--- config.mk ---
export PLATFORM = sky130hd
export DESIGN_NAME = flag_rename_freelist
export DESIGN_NICKNAME = d
export VERILOG_FILES = /design/src/rtl/flag_rename_pkg.sv /design/src/rtl/flag_freelist_prienc.sv /design/src/rtl/flag_rename_freelist.sv
export SDC_FILE = /design/constraint.sdc
export NUM_CORES = 1
export LEC_CHECK = 0
export CAP_MARGIN = 20
export CORE_MARGIN = 4
export CORE_UTILIZATION = 55
export DETAILED_ROUTE_END_ITERATION = 10
export PLACE_DENSITY = 0.86
export SLEW_MARGIN = 20
export SYNTH_ARGS = -nofsm -noshare
export SYNTH_HDL_FRONTEND = slang
export SYNTH_SLANG_ARGS = --single-unit
--- constraint.sdc ---
create_clock -name iCLOCK -period 11.1 [get_ports iCLOCK]
set_input_delay 1.11 -clock iCLOCK [delete_from_list [all_inputs] [get_ports iCLOCK]]
set_output_delay 1.11 -clock iCLOCK [all_outputs]
set_load 0.01 [all_outputs]
--- src/rtl/flag_rename_pkg.sv ---
// Shared sizes and the entry-name type for the flag rename free-list.
package flag_rename_pkg;

    localparam int unsigned FLAG_ENTRY_NUM = 16;
    localparam int unsigned FLAG_REGNAME_W = 4;

    typedef logic [FLAG_REGNAME_W-1:0] regname_t;

endpackage

--- src/rtl/flag_freelist_prienc.sv ---
// Finds the two lowest set bits of the free bitmap and counts all set bits.
module flag_freelist_prienc
    import flag_rename_pkg::*;
(
    input  logic [FLAG_ENTRY_NUM-1:0] bits,
    output logic                      first_valid,
    output regname_t                  first_idx,
    output logic                      second_valid,
    output regname_t                  second_idx,
    output logic [4:0]                count
);

    always_comb begin
        first_valid  = 1'b0;
        first_idx    = '0;
        second_valid = 1'b0;
        second_idx   = '0;
        count        = '0;
        for (int unsigned i = 0; i < FLAG_ENTRY_NUM; i++) begin
            if (bits[i]) begin
                if (!first_valid) begin
                    first_valid = 1'b1;
                    first_idx   = regname_t'(i);
                end else if (!second_valid) begin
                    second_valid = 1'b1;
                    second_idx   = regname_t'(i);
                end
                count = count + 5'd1;
            end
        end
    end

endmodule

--- src/rtl/flag_rename_freelist.sv ---
// Free-list for the flag rename entries: acknowledges free requests and
// hands out up to two entry names per cycle to rename/dispatch.
module flag_rename_freelist
    import flag_rename_pkg::*;
#(
    parameter int ENTRIES = FLAG_ENTRY_NUM
) (
    input  logic               iCLOCK,
    input  logic               inRESET,
    input  logic               iREMOVE_VALID,
    input  logic [ENTRIES-1:0] iENTRY_FREELIST_REQ,
    output logic [ENTRIES-1:0] oENTRY_FREELIST_REGIST_VALID,
    input  logic               iALLOC_0_REQ,
    input  logic               iALLOC_1_REQ,
    output logic               oALLOC_0_VALID,
    output regname_t           oALLOC_0_REGNAME,
    output logic               oALLOC_1_VALID,
    output regname_t           oALLOC_1_REGNAME,
    output logic [4:0]         oFREE_COUNT,
    output logic               oEMPTY
);

    logic [ENTRIES-1:0] b_free;
    logic [ENTRIES-1:0] b_ack;
    logic [ENTRIES-1:0] accept;
    logic [ENTRIES-1:0] granted;
    logic               pick0_valid;
    logic               pick1_valid;
    regname_t           pick0;
    regname_t           pick1;
    logic [4:0]         free_count;
    logic               grant0;
    logic               grant1;

    flag_freelist_prienc u_prienc (
        .bits         (b_free),
        .first_valid  (pick0_valid),
        .first_idx    (pick0),
        .second_valid (pick1_valid),
        .second_idx   (pick1),
        .count        (free_count)
    );

    // b_ack guard stops a still-high request from being acked twice
    assign accept = iENTRY_FREELIST_REQ & ~b_free & ~b_ack & {ENTRIES{~iREMOVE_VALID}};

    assign grant0 = iALLOC_0_REQ & pick0_valid & ~iREMOVE_VALID;
    assign grant1 = iALLOC_0_REQ & iALLOC_1_REQ & pick1_valid & ~iREMOVE_VALID;

    always_comb begin
        granted = '0;
        if (grant0) granted[pick0] = 1'b1;
        if (grant1) granted[pick1] = 1'b1;
    end

    always_ff @(posedge iCLOCK or negedge inRESET) begin
        if (!inRESET) begin
            b_free <= '0;
            b_ack  <= '0;
        end else if (iREMOVE_VALID) begin
            b_free <= '0;
            b_ack  <= '0;
        end else begin
            b_ack  <= accept;
            b_free <= (b_free & ~granted) | b_ack;
        end
    end

    assign oENTRY_FREELIST_REGIST_VALID = b_ack;
    assign oALLOC_0_VALID   = grant0;
    assign oALLOC_0_REGNAME = grant0 ? pick0 : '0;
    assign oALLOC_1_VALID   = grant1;
    assign oALLOC_1_REGNAME = grant1 ? pick1 : '0;
    assign oFREE_COUNT      = free_count;
    assign oEMPTY           = (free_count == 5'd0);

endmodule

==> results.py <==
metrics = {
    "power": {
        "power.density_nw_per_um2": 171,
        "p_total_mw": 0.868,
        "ir_worst_vdd_v": 0.000159,
        "power_leakage_nw": 1.97,
    },
    "synthesis": {
        "async_reset_ff_share_pct": 100,
        "syn_avg_cell_area_sq_um": 7.65,
        "synth_top_cell_area_share_pct": 18.9,
        "synth_nets": 594,
        "syn_inst": 555,
        "ys_warn_count": 0,
        "syn-cell-area_sq_um": 4250,
        "synth.top_cells.by_count": "64 x nand2_1, 48 x nor2_1, 47 x a21oi_1, 32 x dfrtp_1, 28 x o21ai_0",
        "yosysMostFrequentCell": "nand2_1",
        "ys_top_cells_by_area": "dfrtp_1 19%, nand2_1 5.7%, a21oi_1 5.5%",
        "yosys_register_bits": 32,
        "yosysTopAreaCell": "dfrtp_1",
        "synth-seq-area-share_pct": 18.9,
        "synth-edff-count": 0,
        "yosysUniqueCellTypes": 83,
        "synth_ff_type": "dfrtp_1",
    },
    "sta": {
        "slew_violations": 0,
        "finalClockSkew_ns": 0.00481,
        "hold_violations": 0,
        "tns_ns": 0,
        "finalCriticalPeriod_ns": 10.80,
        "max_freq_ghz": 0.0926,
        "fin_crit_sh_pct": 97.3,
        "tightest_slew_ns": 0.958,
        "setup_viol": 0,
        "max_slew_margin_pct": 36.1,
        "finalWorstSetupSlack_ns": 0.297,
        "holdWs_ns": 0.477,
    },
    "clock_tree": {
        "cts_tree": "built",
        "clk_latency_ns": 0.28,
        "hold_buffers": 0,
        "clkTransAtPathRegs_ns": 0.07,
        "cts_root_buf": "clkbuf_8",
        "cts_max_path_buffers": 2,
        "clock_sinks": 32,
        "numCtsBuffers": 5,
        "htree_levels": 2,
    },
    "global_routing": {
        "met1_usage_pct": 33.4,
        "antenna_found_initial": 0,
        "busiest_layer": "met2",
        "grt_start_max_net_pins": 34,
        "grt_pass1_vias": 4322,
        "met3_usage_pct": 3.36,
        "grt_usage_pct": 27.0,
        "grt_pass1_wl_mm": 20.2,
        "grt_overflow": 0,
        "use_met2_pct": 48.1,
    },
    "detailed_routing": {
        "drcViolationCount": 0,
        "vias_per_cell": 6.52,
        "detail-route-antenna-nets": 0,
        "wirelength_mm": 12.3,
        "wl_per_cell_um": 17.6,
        "drt_first_pass_iters": 5,
        "route.vias.total": 4537,
        "initialDrtViolationCount": 513,
    },
    "finish": {
        "fin_area_sq_um": 5080,
        "area_delta_synth_final_pct": 19.6,
        "antenna_cells": 0,
        "fillCellCount": 571,
        "nNetsFinal": 635,
        "drive_gt1_share_pct": 14.1,
    },
    "critical_path": {
        "crit_path_max_fanout": 6,
        "cp.required_ns": 9.99,
        "crit_type": "reg -> out",
        "ff2ff_setup_slack_ns": 7.03,
        "cp_common_cell": "ha_1",
        "arrival_ns": 9.69,
        "worst_setup_path_end_kind": "output pin",
        "start_kind": "flop",
        "cp_slowest_stage_delay_ns": 0.39,
        "critPathSlowestCell": "dfrtp_1",
    },
    "placement": {
        "pre_cts_ws_ns": -0.371,
        "port_buffers": 52,
        "dpl.hpwl_mm": 8.80,
        "gp_congestion": 0.902,
        "post_dp_cell_area_sq_um": 4810,
    },
    "die": {
        "die_x_um": 95.9,
        "io_pins": 53,
        "die_area_sq_um": 9190,
        "start_util_pct": 57.6,
        "die_y_um": 95.9,
        "core.rowCount": 31,
        "core_sq_um": 7370,
    },
    "outcome": {
        "status": "complete, no violations",
    },
    "run": {
        "max_cap_viol_count": 0,
    },
    "worst_hold_path": {
        "hold_path.class": "reg -> reg",
    },
}
==> what timing repair did <==
action	CTS	global route
endpoints found under the setup margin	3	5
gates resized for setup	10	23
gates cloned	0	0
pin swaps	2	6
setup buffers	7	1
==> final timing paths <==
check                                                               start                                        end  cells past startpoint
worst max-delay path                                  b_free[0]$_DFF_PN0_                                     oEMPTY                     47
worst min-delay path            oENTRY_FREELIST_REGIST_VALID[1]$_DFF_PN0_  oENTRY_FREELIST_REGIST_VALID[1]$_DFF_PN0_                      1
worst max register to register                        b_free[8]$_DFF_PN0_                        b_free[1]$_DFF_PN0_                     12
worst min register to register  oENTRY_FREELIST_REGIST_VALID[1]$_DFF_PN0_  oENTRY_FREELIST_REGIST_VALID[1]$_DFF_PN0_                      1
max in group asynchronous                                         inRESET  oENTRY_FREELIST_REGIST_VALID[3]$_DFF_PN0_                      2
min in group asynchronous                                         inRESET                       b_free[11]$_DFF_PN0_                      2
==> worst max-delay path, delay by kind of cell (launching register included) <==
kind	cells	cell delay [ns]
simple gates	14	1.74
mux	7	1.82
flops	1	0.39
buf+inv	4	0.44
fa+ha+maj	15	4.22
compound gates	6	0.67
xor+xnor	1	0.12
==> cell families after synthesis <==
family,Yosys count,synth area share [%]
mux,12,2.97
buf+inv,57,5.68
flops,32,18.9
compound gates,146,22.8
simple gates,238,30.0
fa+ha+maj,19,5.54
xor+xnor,51,14.2
==> state kept, by name (all words and copies together) (netlist names) <==
signal	flops
b_free	16
oENTRY_FREELIST_REGIST_VALID	16
==> where the power goes <==
part,internal [mW],switching [mW],leakage [nW]
combinational,0.279,0.329,1.49
sequential,0.125,0.0248,0.425
clock,0.0666,0.0443,0.0552
total,0.470,0.398,1.97
==> placed cells by master (no fill, tap or decap), types with 17 or more instances in the layout <==
master / synthesis / layout
a21oi_1: 47 / 46
buf_4: 0 / 18
clkdlybuf4s50_1: 0 / 49
dfrtp_1: 32 / 32
nand2_1: 64 / 61
nor2_1: 48 / 48
nor3_1: 27 / 26
o21ai_0: 28 / 26
xnor2_1: 22 / 22
xor2_1: 17 / 17
==> metrics by stage <==
step                      std cells  utilization (%)
final                           696             69.0
after global routing            696             69.0
after CTS                       695             67.5
after detailed placement        680             65.2
after global placement          680             65.2
after floorplan                 555                -
==> cell type report <==
class / count / area (sq um) / share of cell area [%]
clock buffers: 6 / 72.6 / 1.43
clock inverters: 2 / 35.0 / 0.689
inverters: 21 / 80.1 / 1.58
multi-input cells: 466 / 3330 / 65.5
flip-flops and latches: 32 / 801 / 15.8
well taps: 99 / 124 / 2.44
repair buffers: 70 / 641 / 12.6
==> metal layers <==
layer / up-vias / wire length [um]
met4: 0 / 358
met2: 256 / 6110
met3: 43 / 825
met1: 2135 / 4970
li1: 2103 / -
met5: - / 0
(Power assumes the default switching activity.)
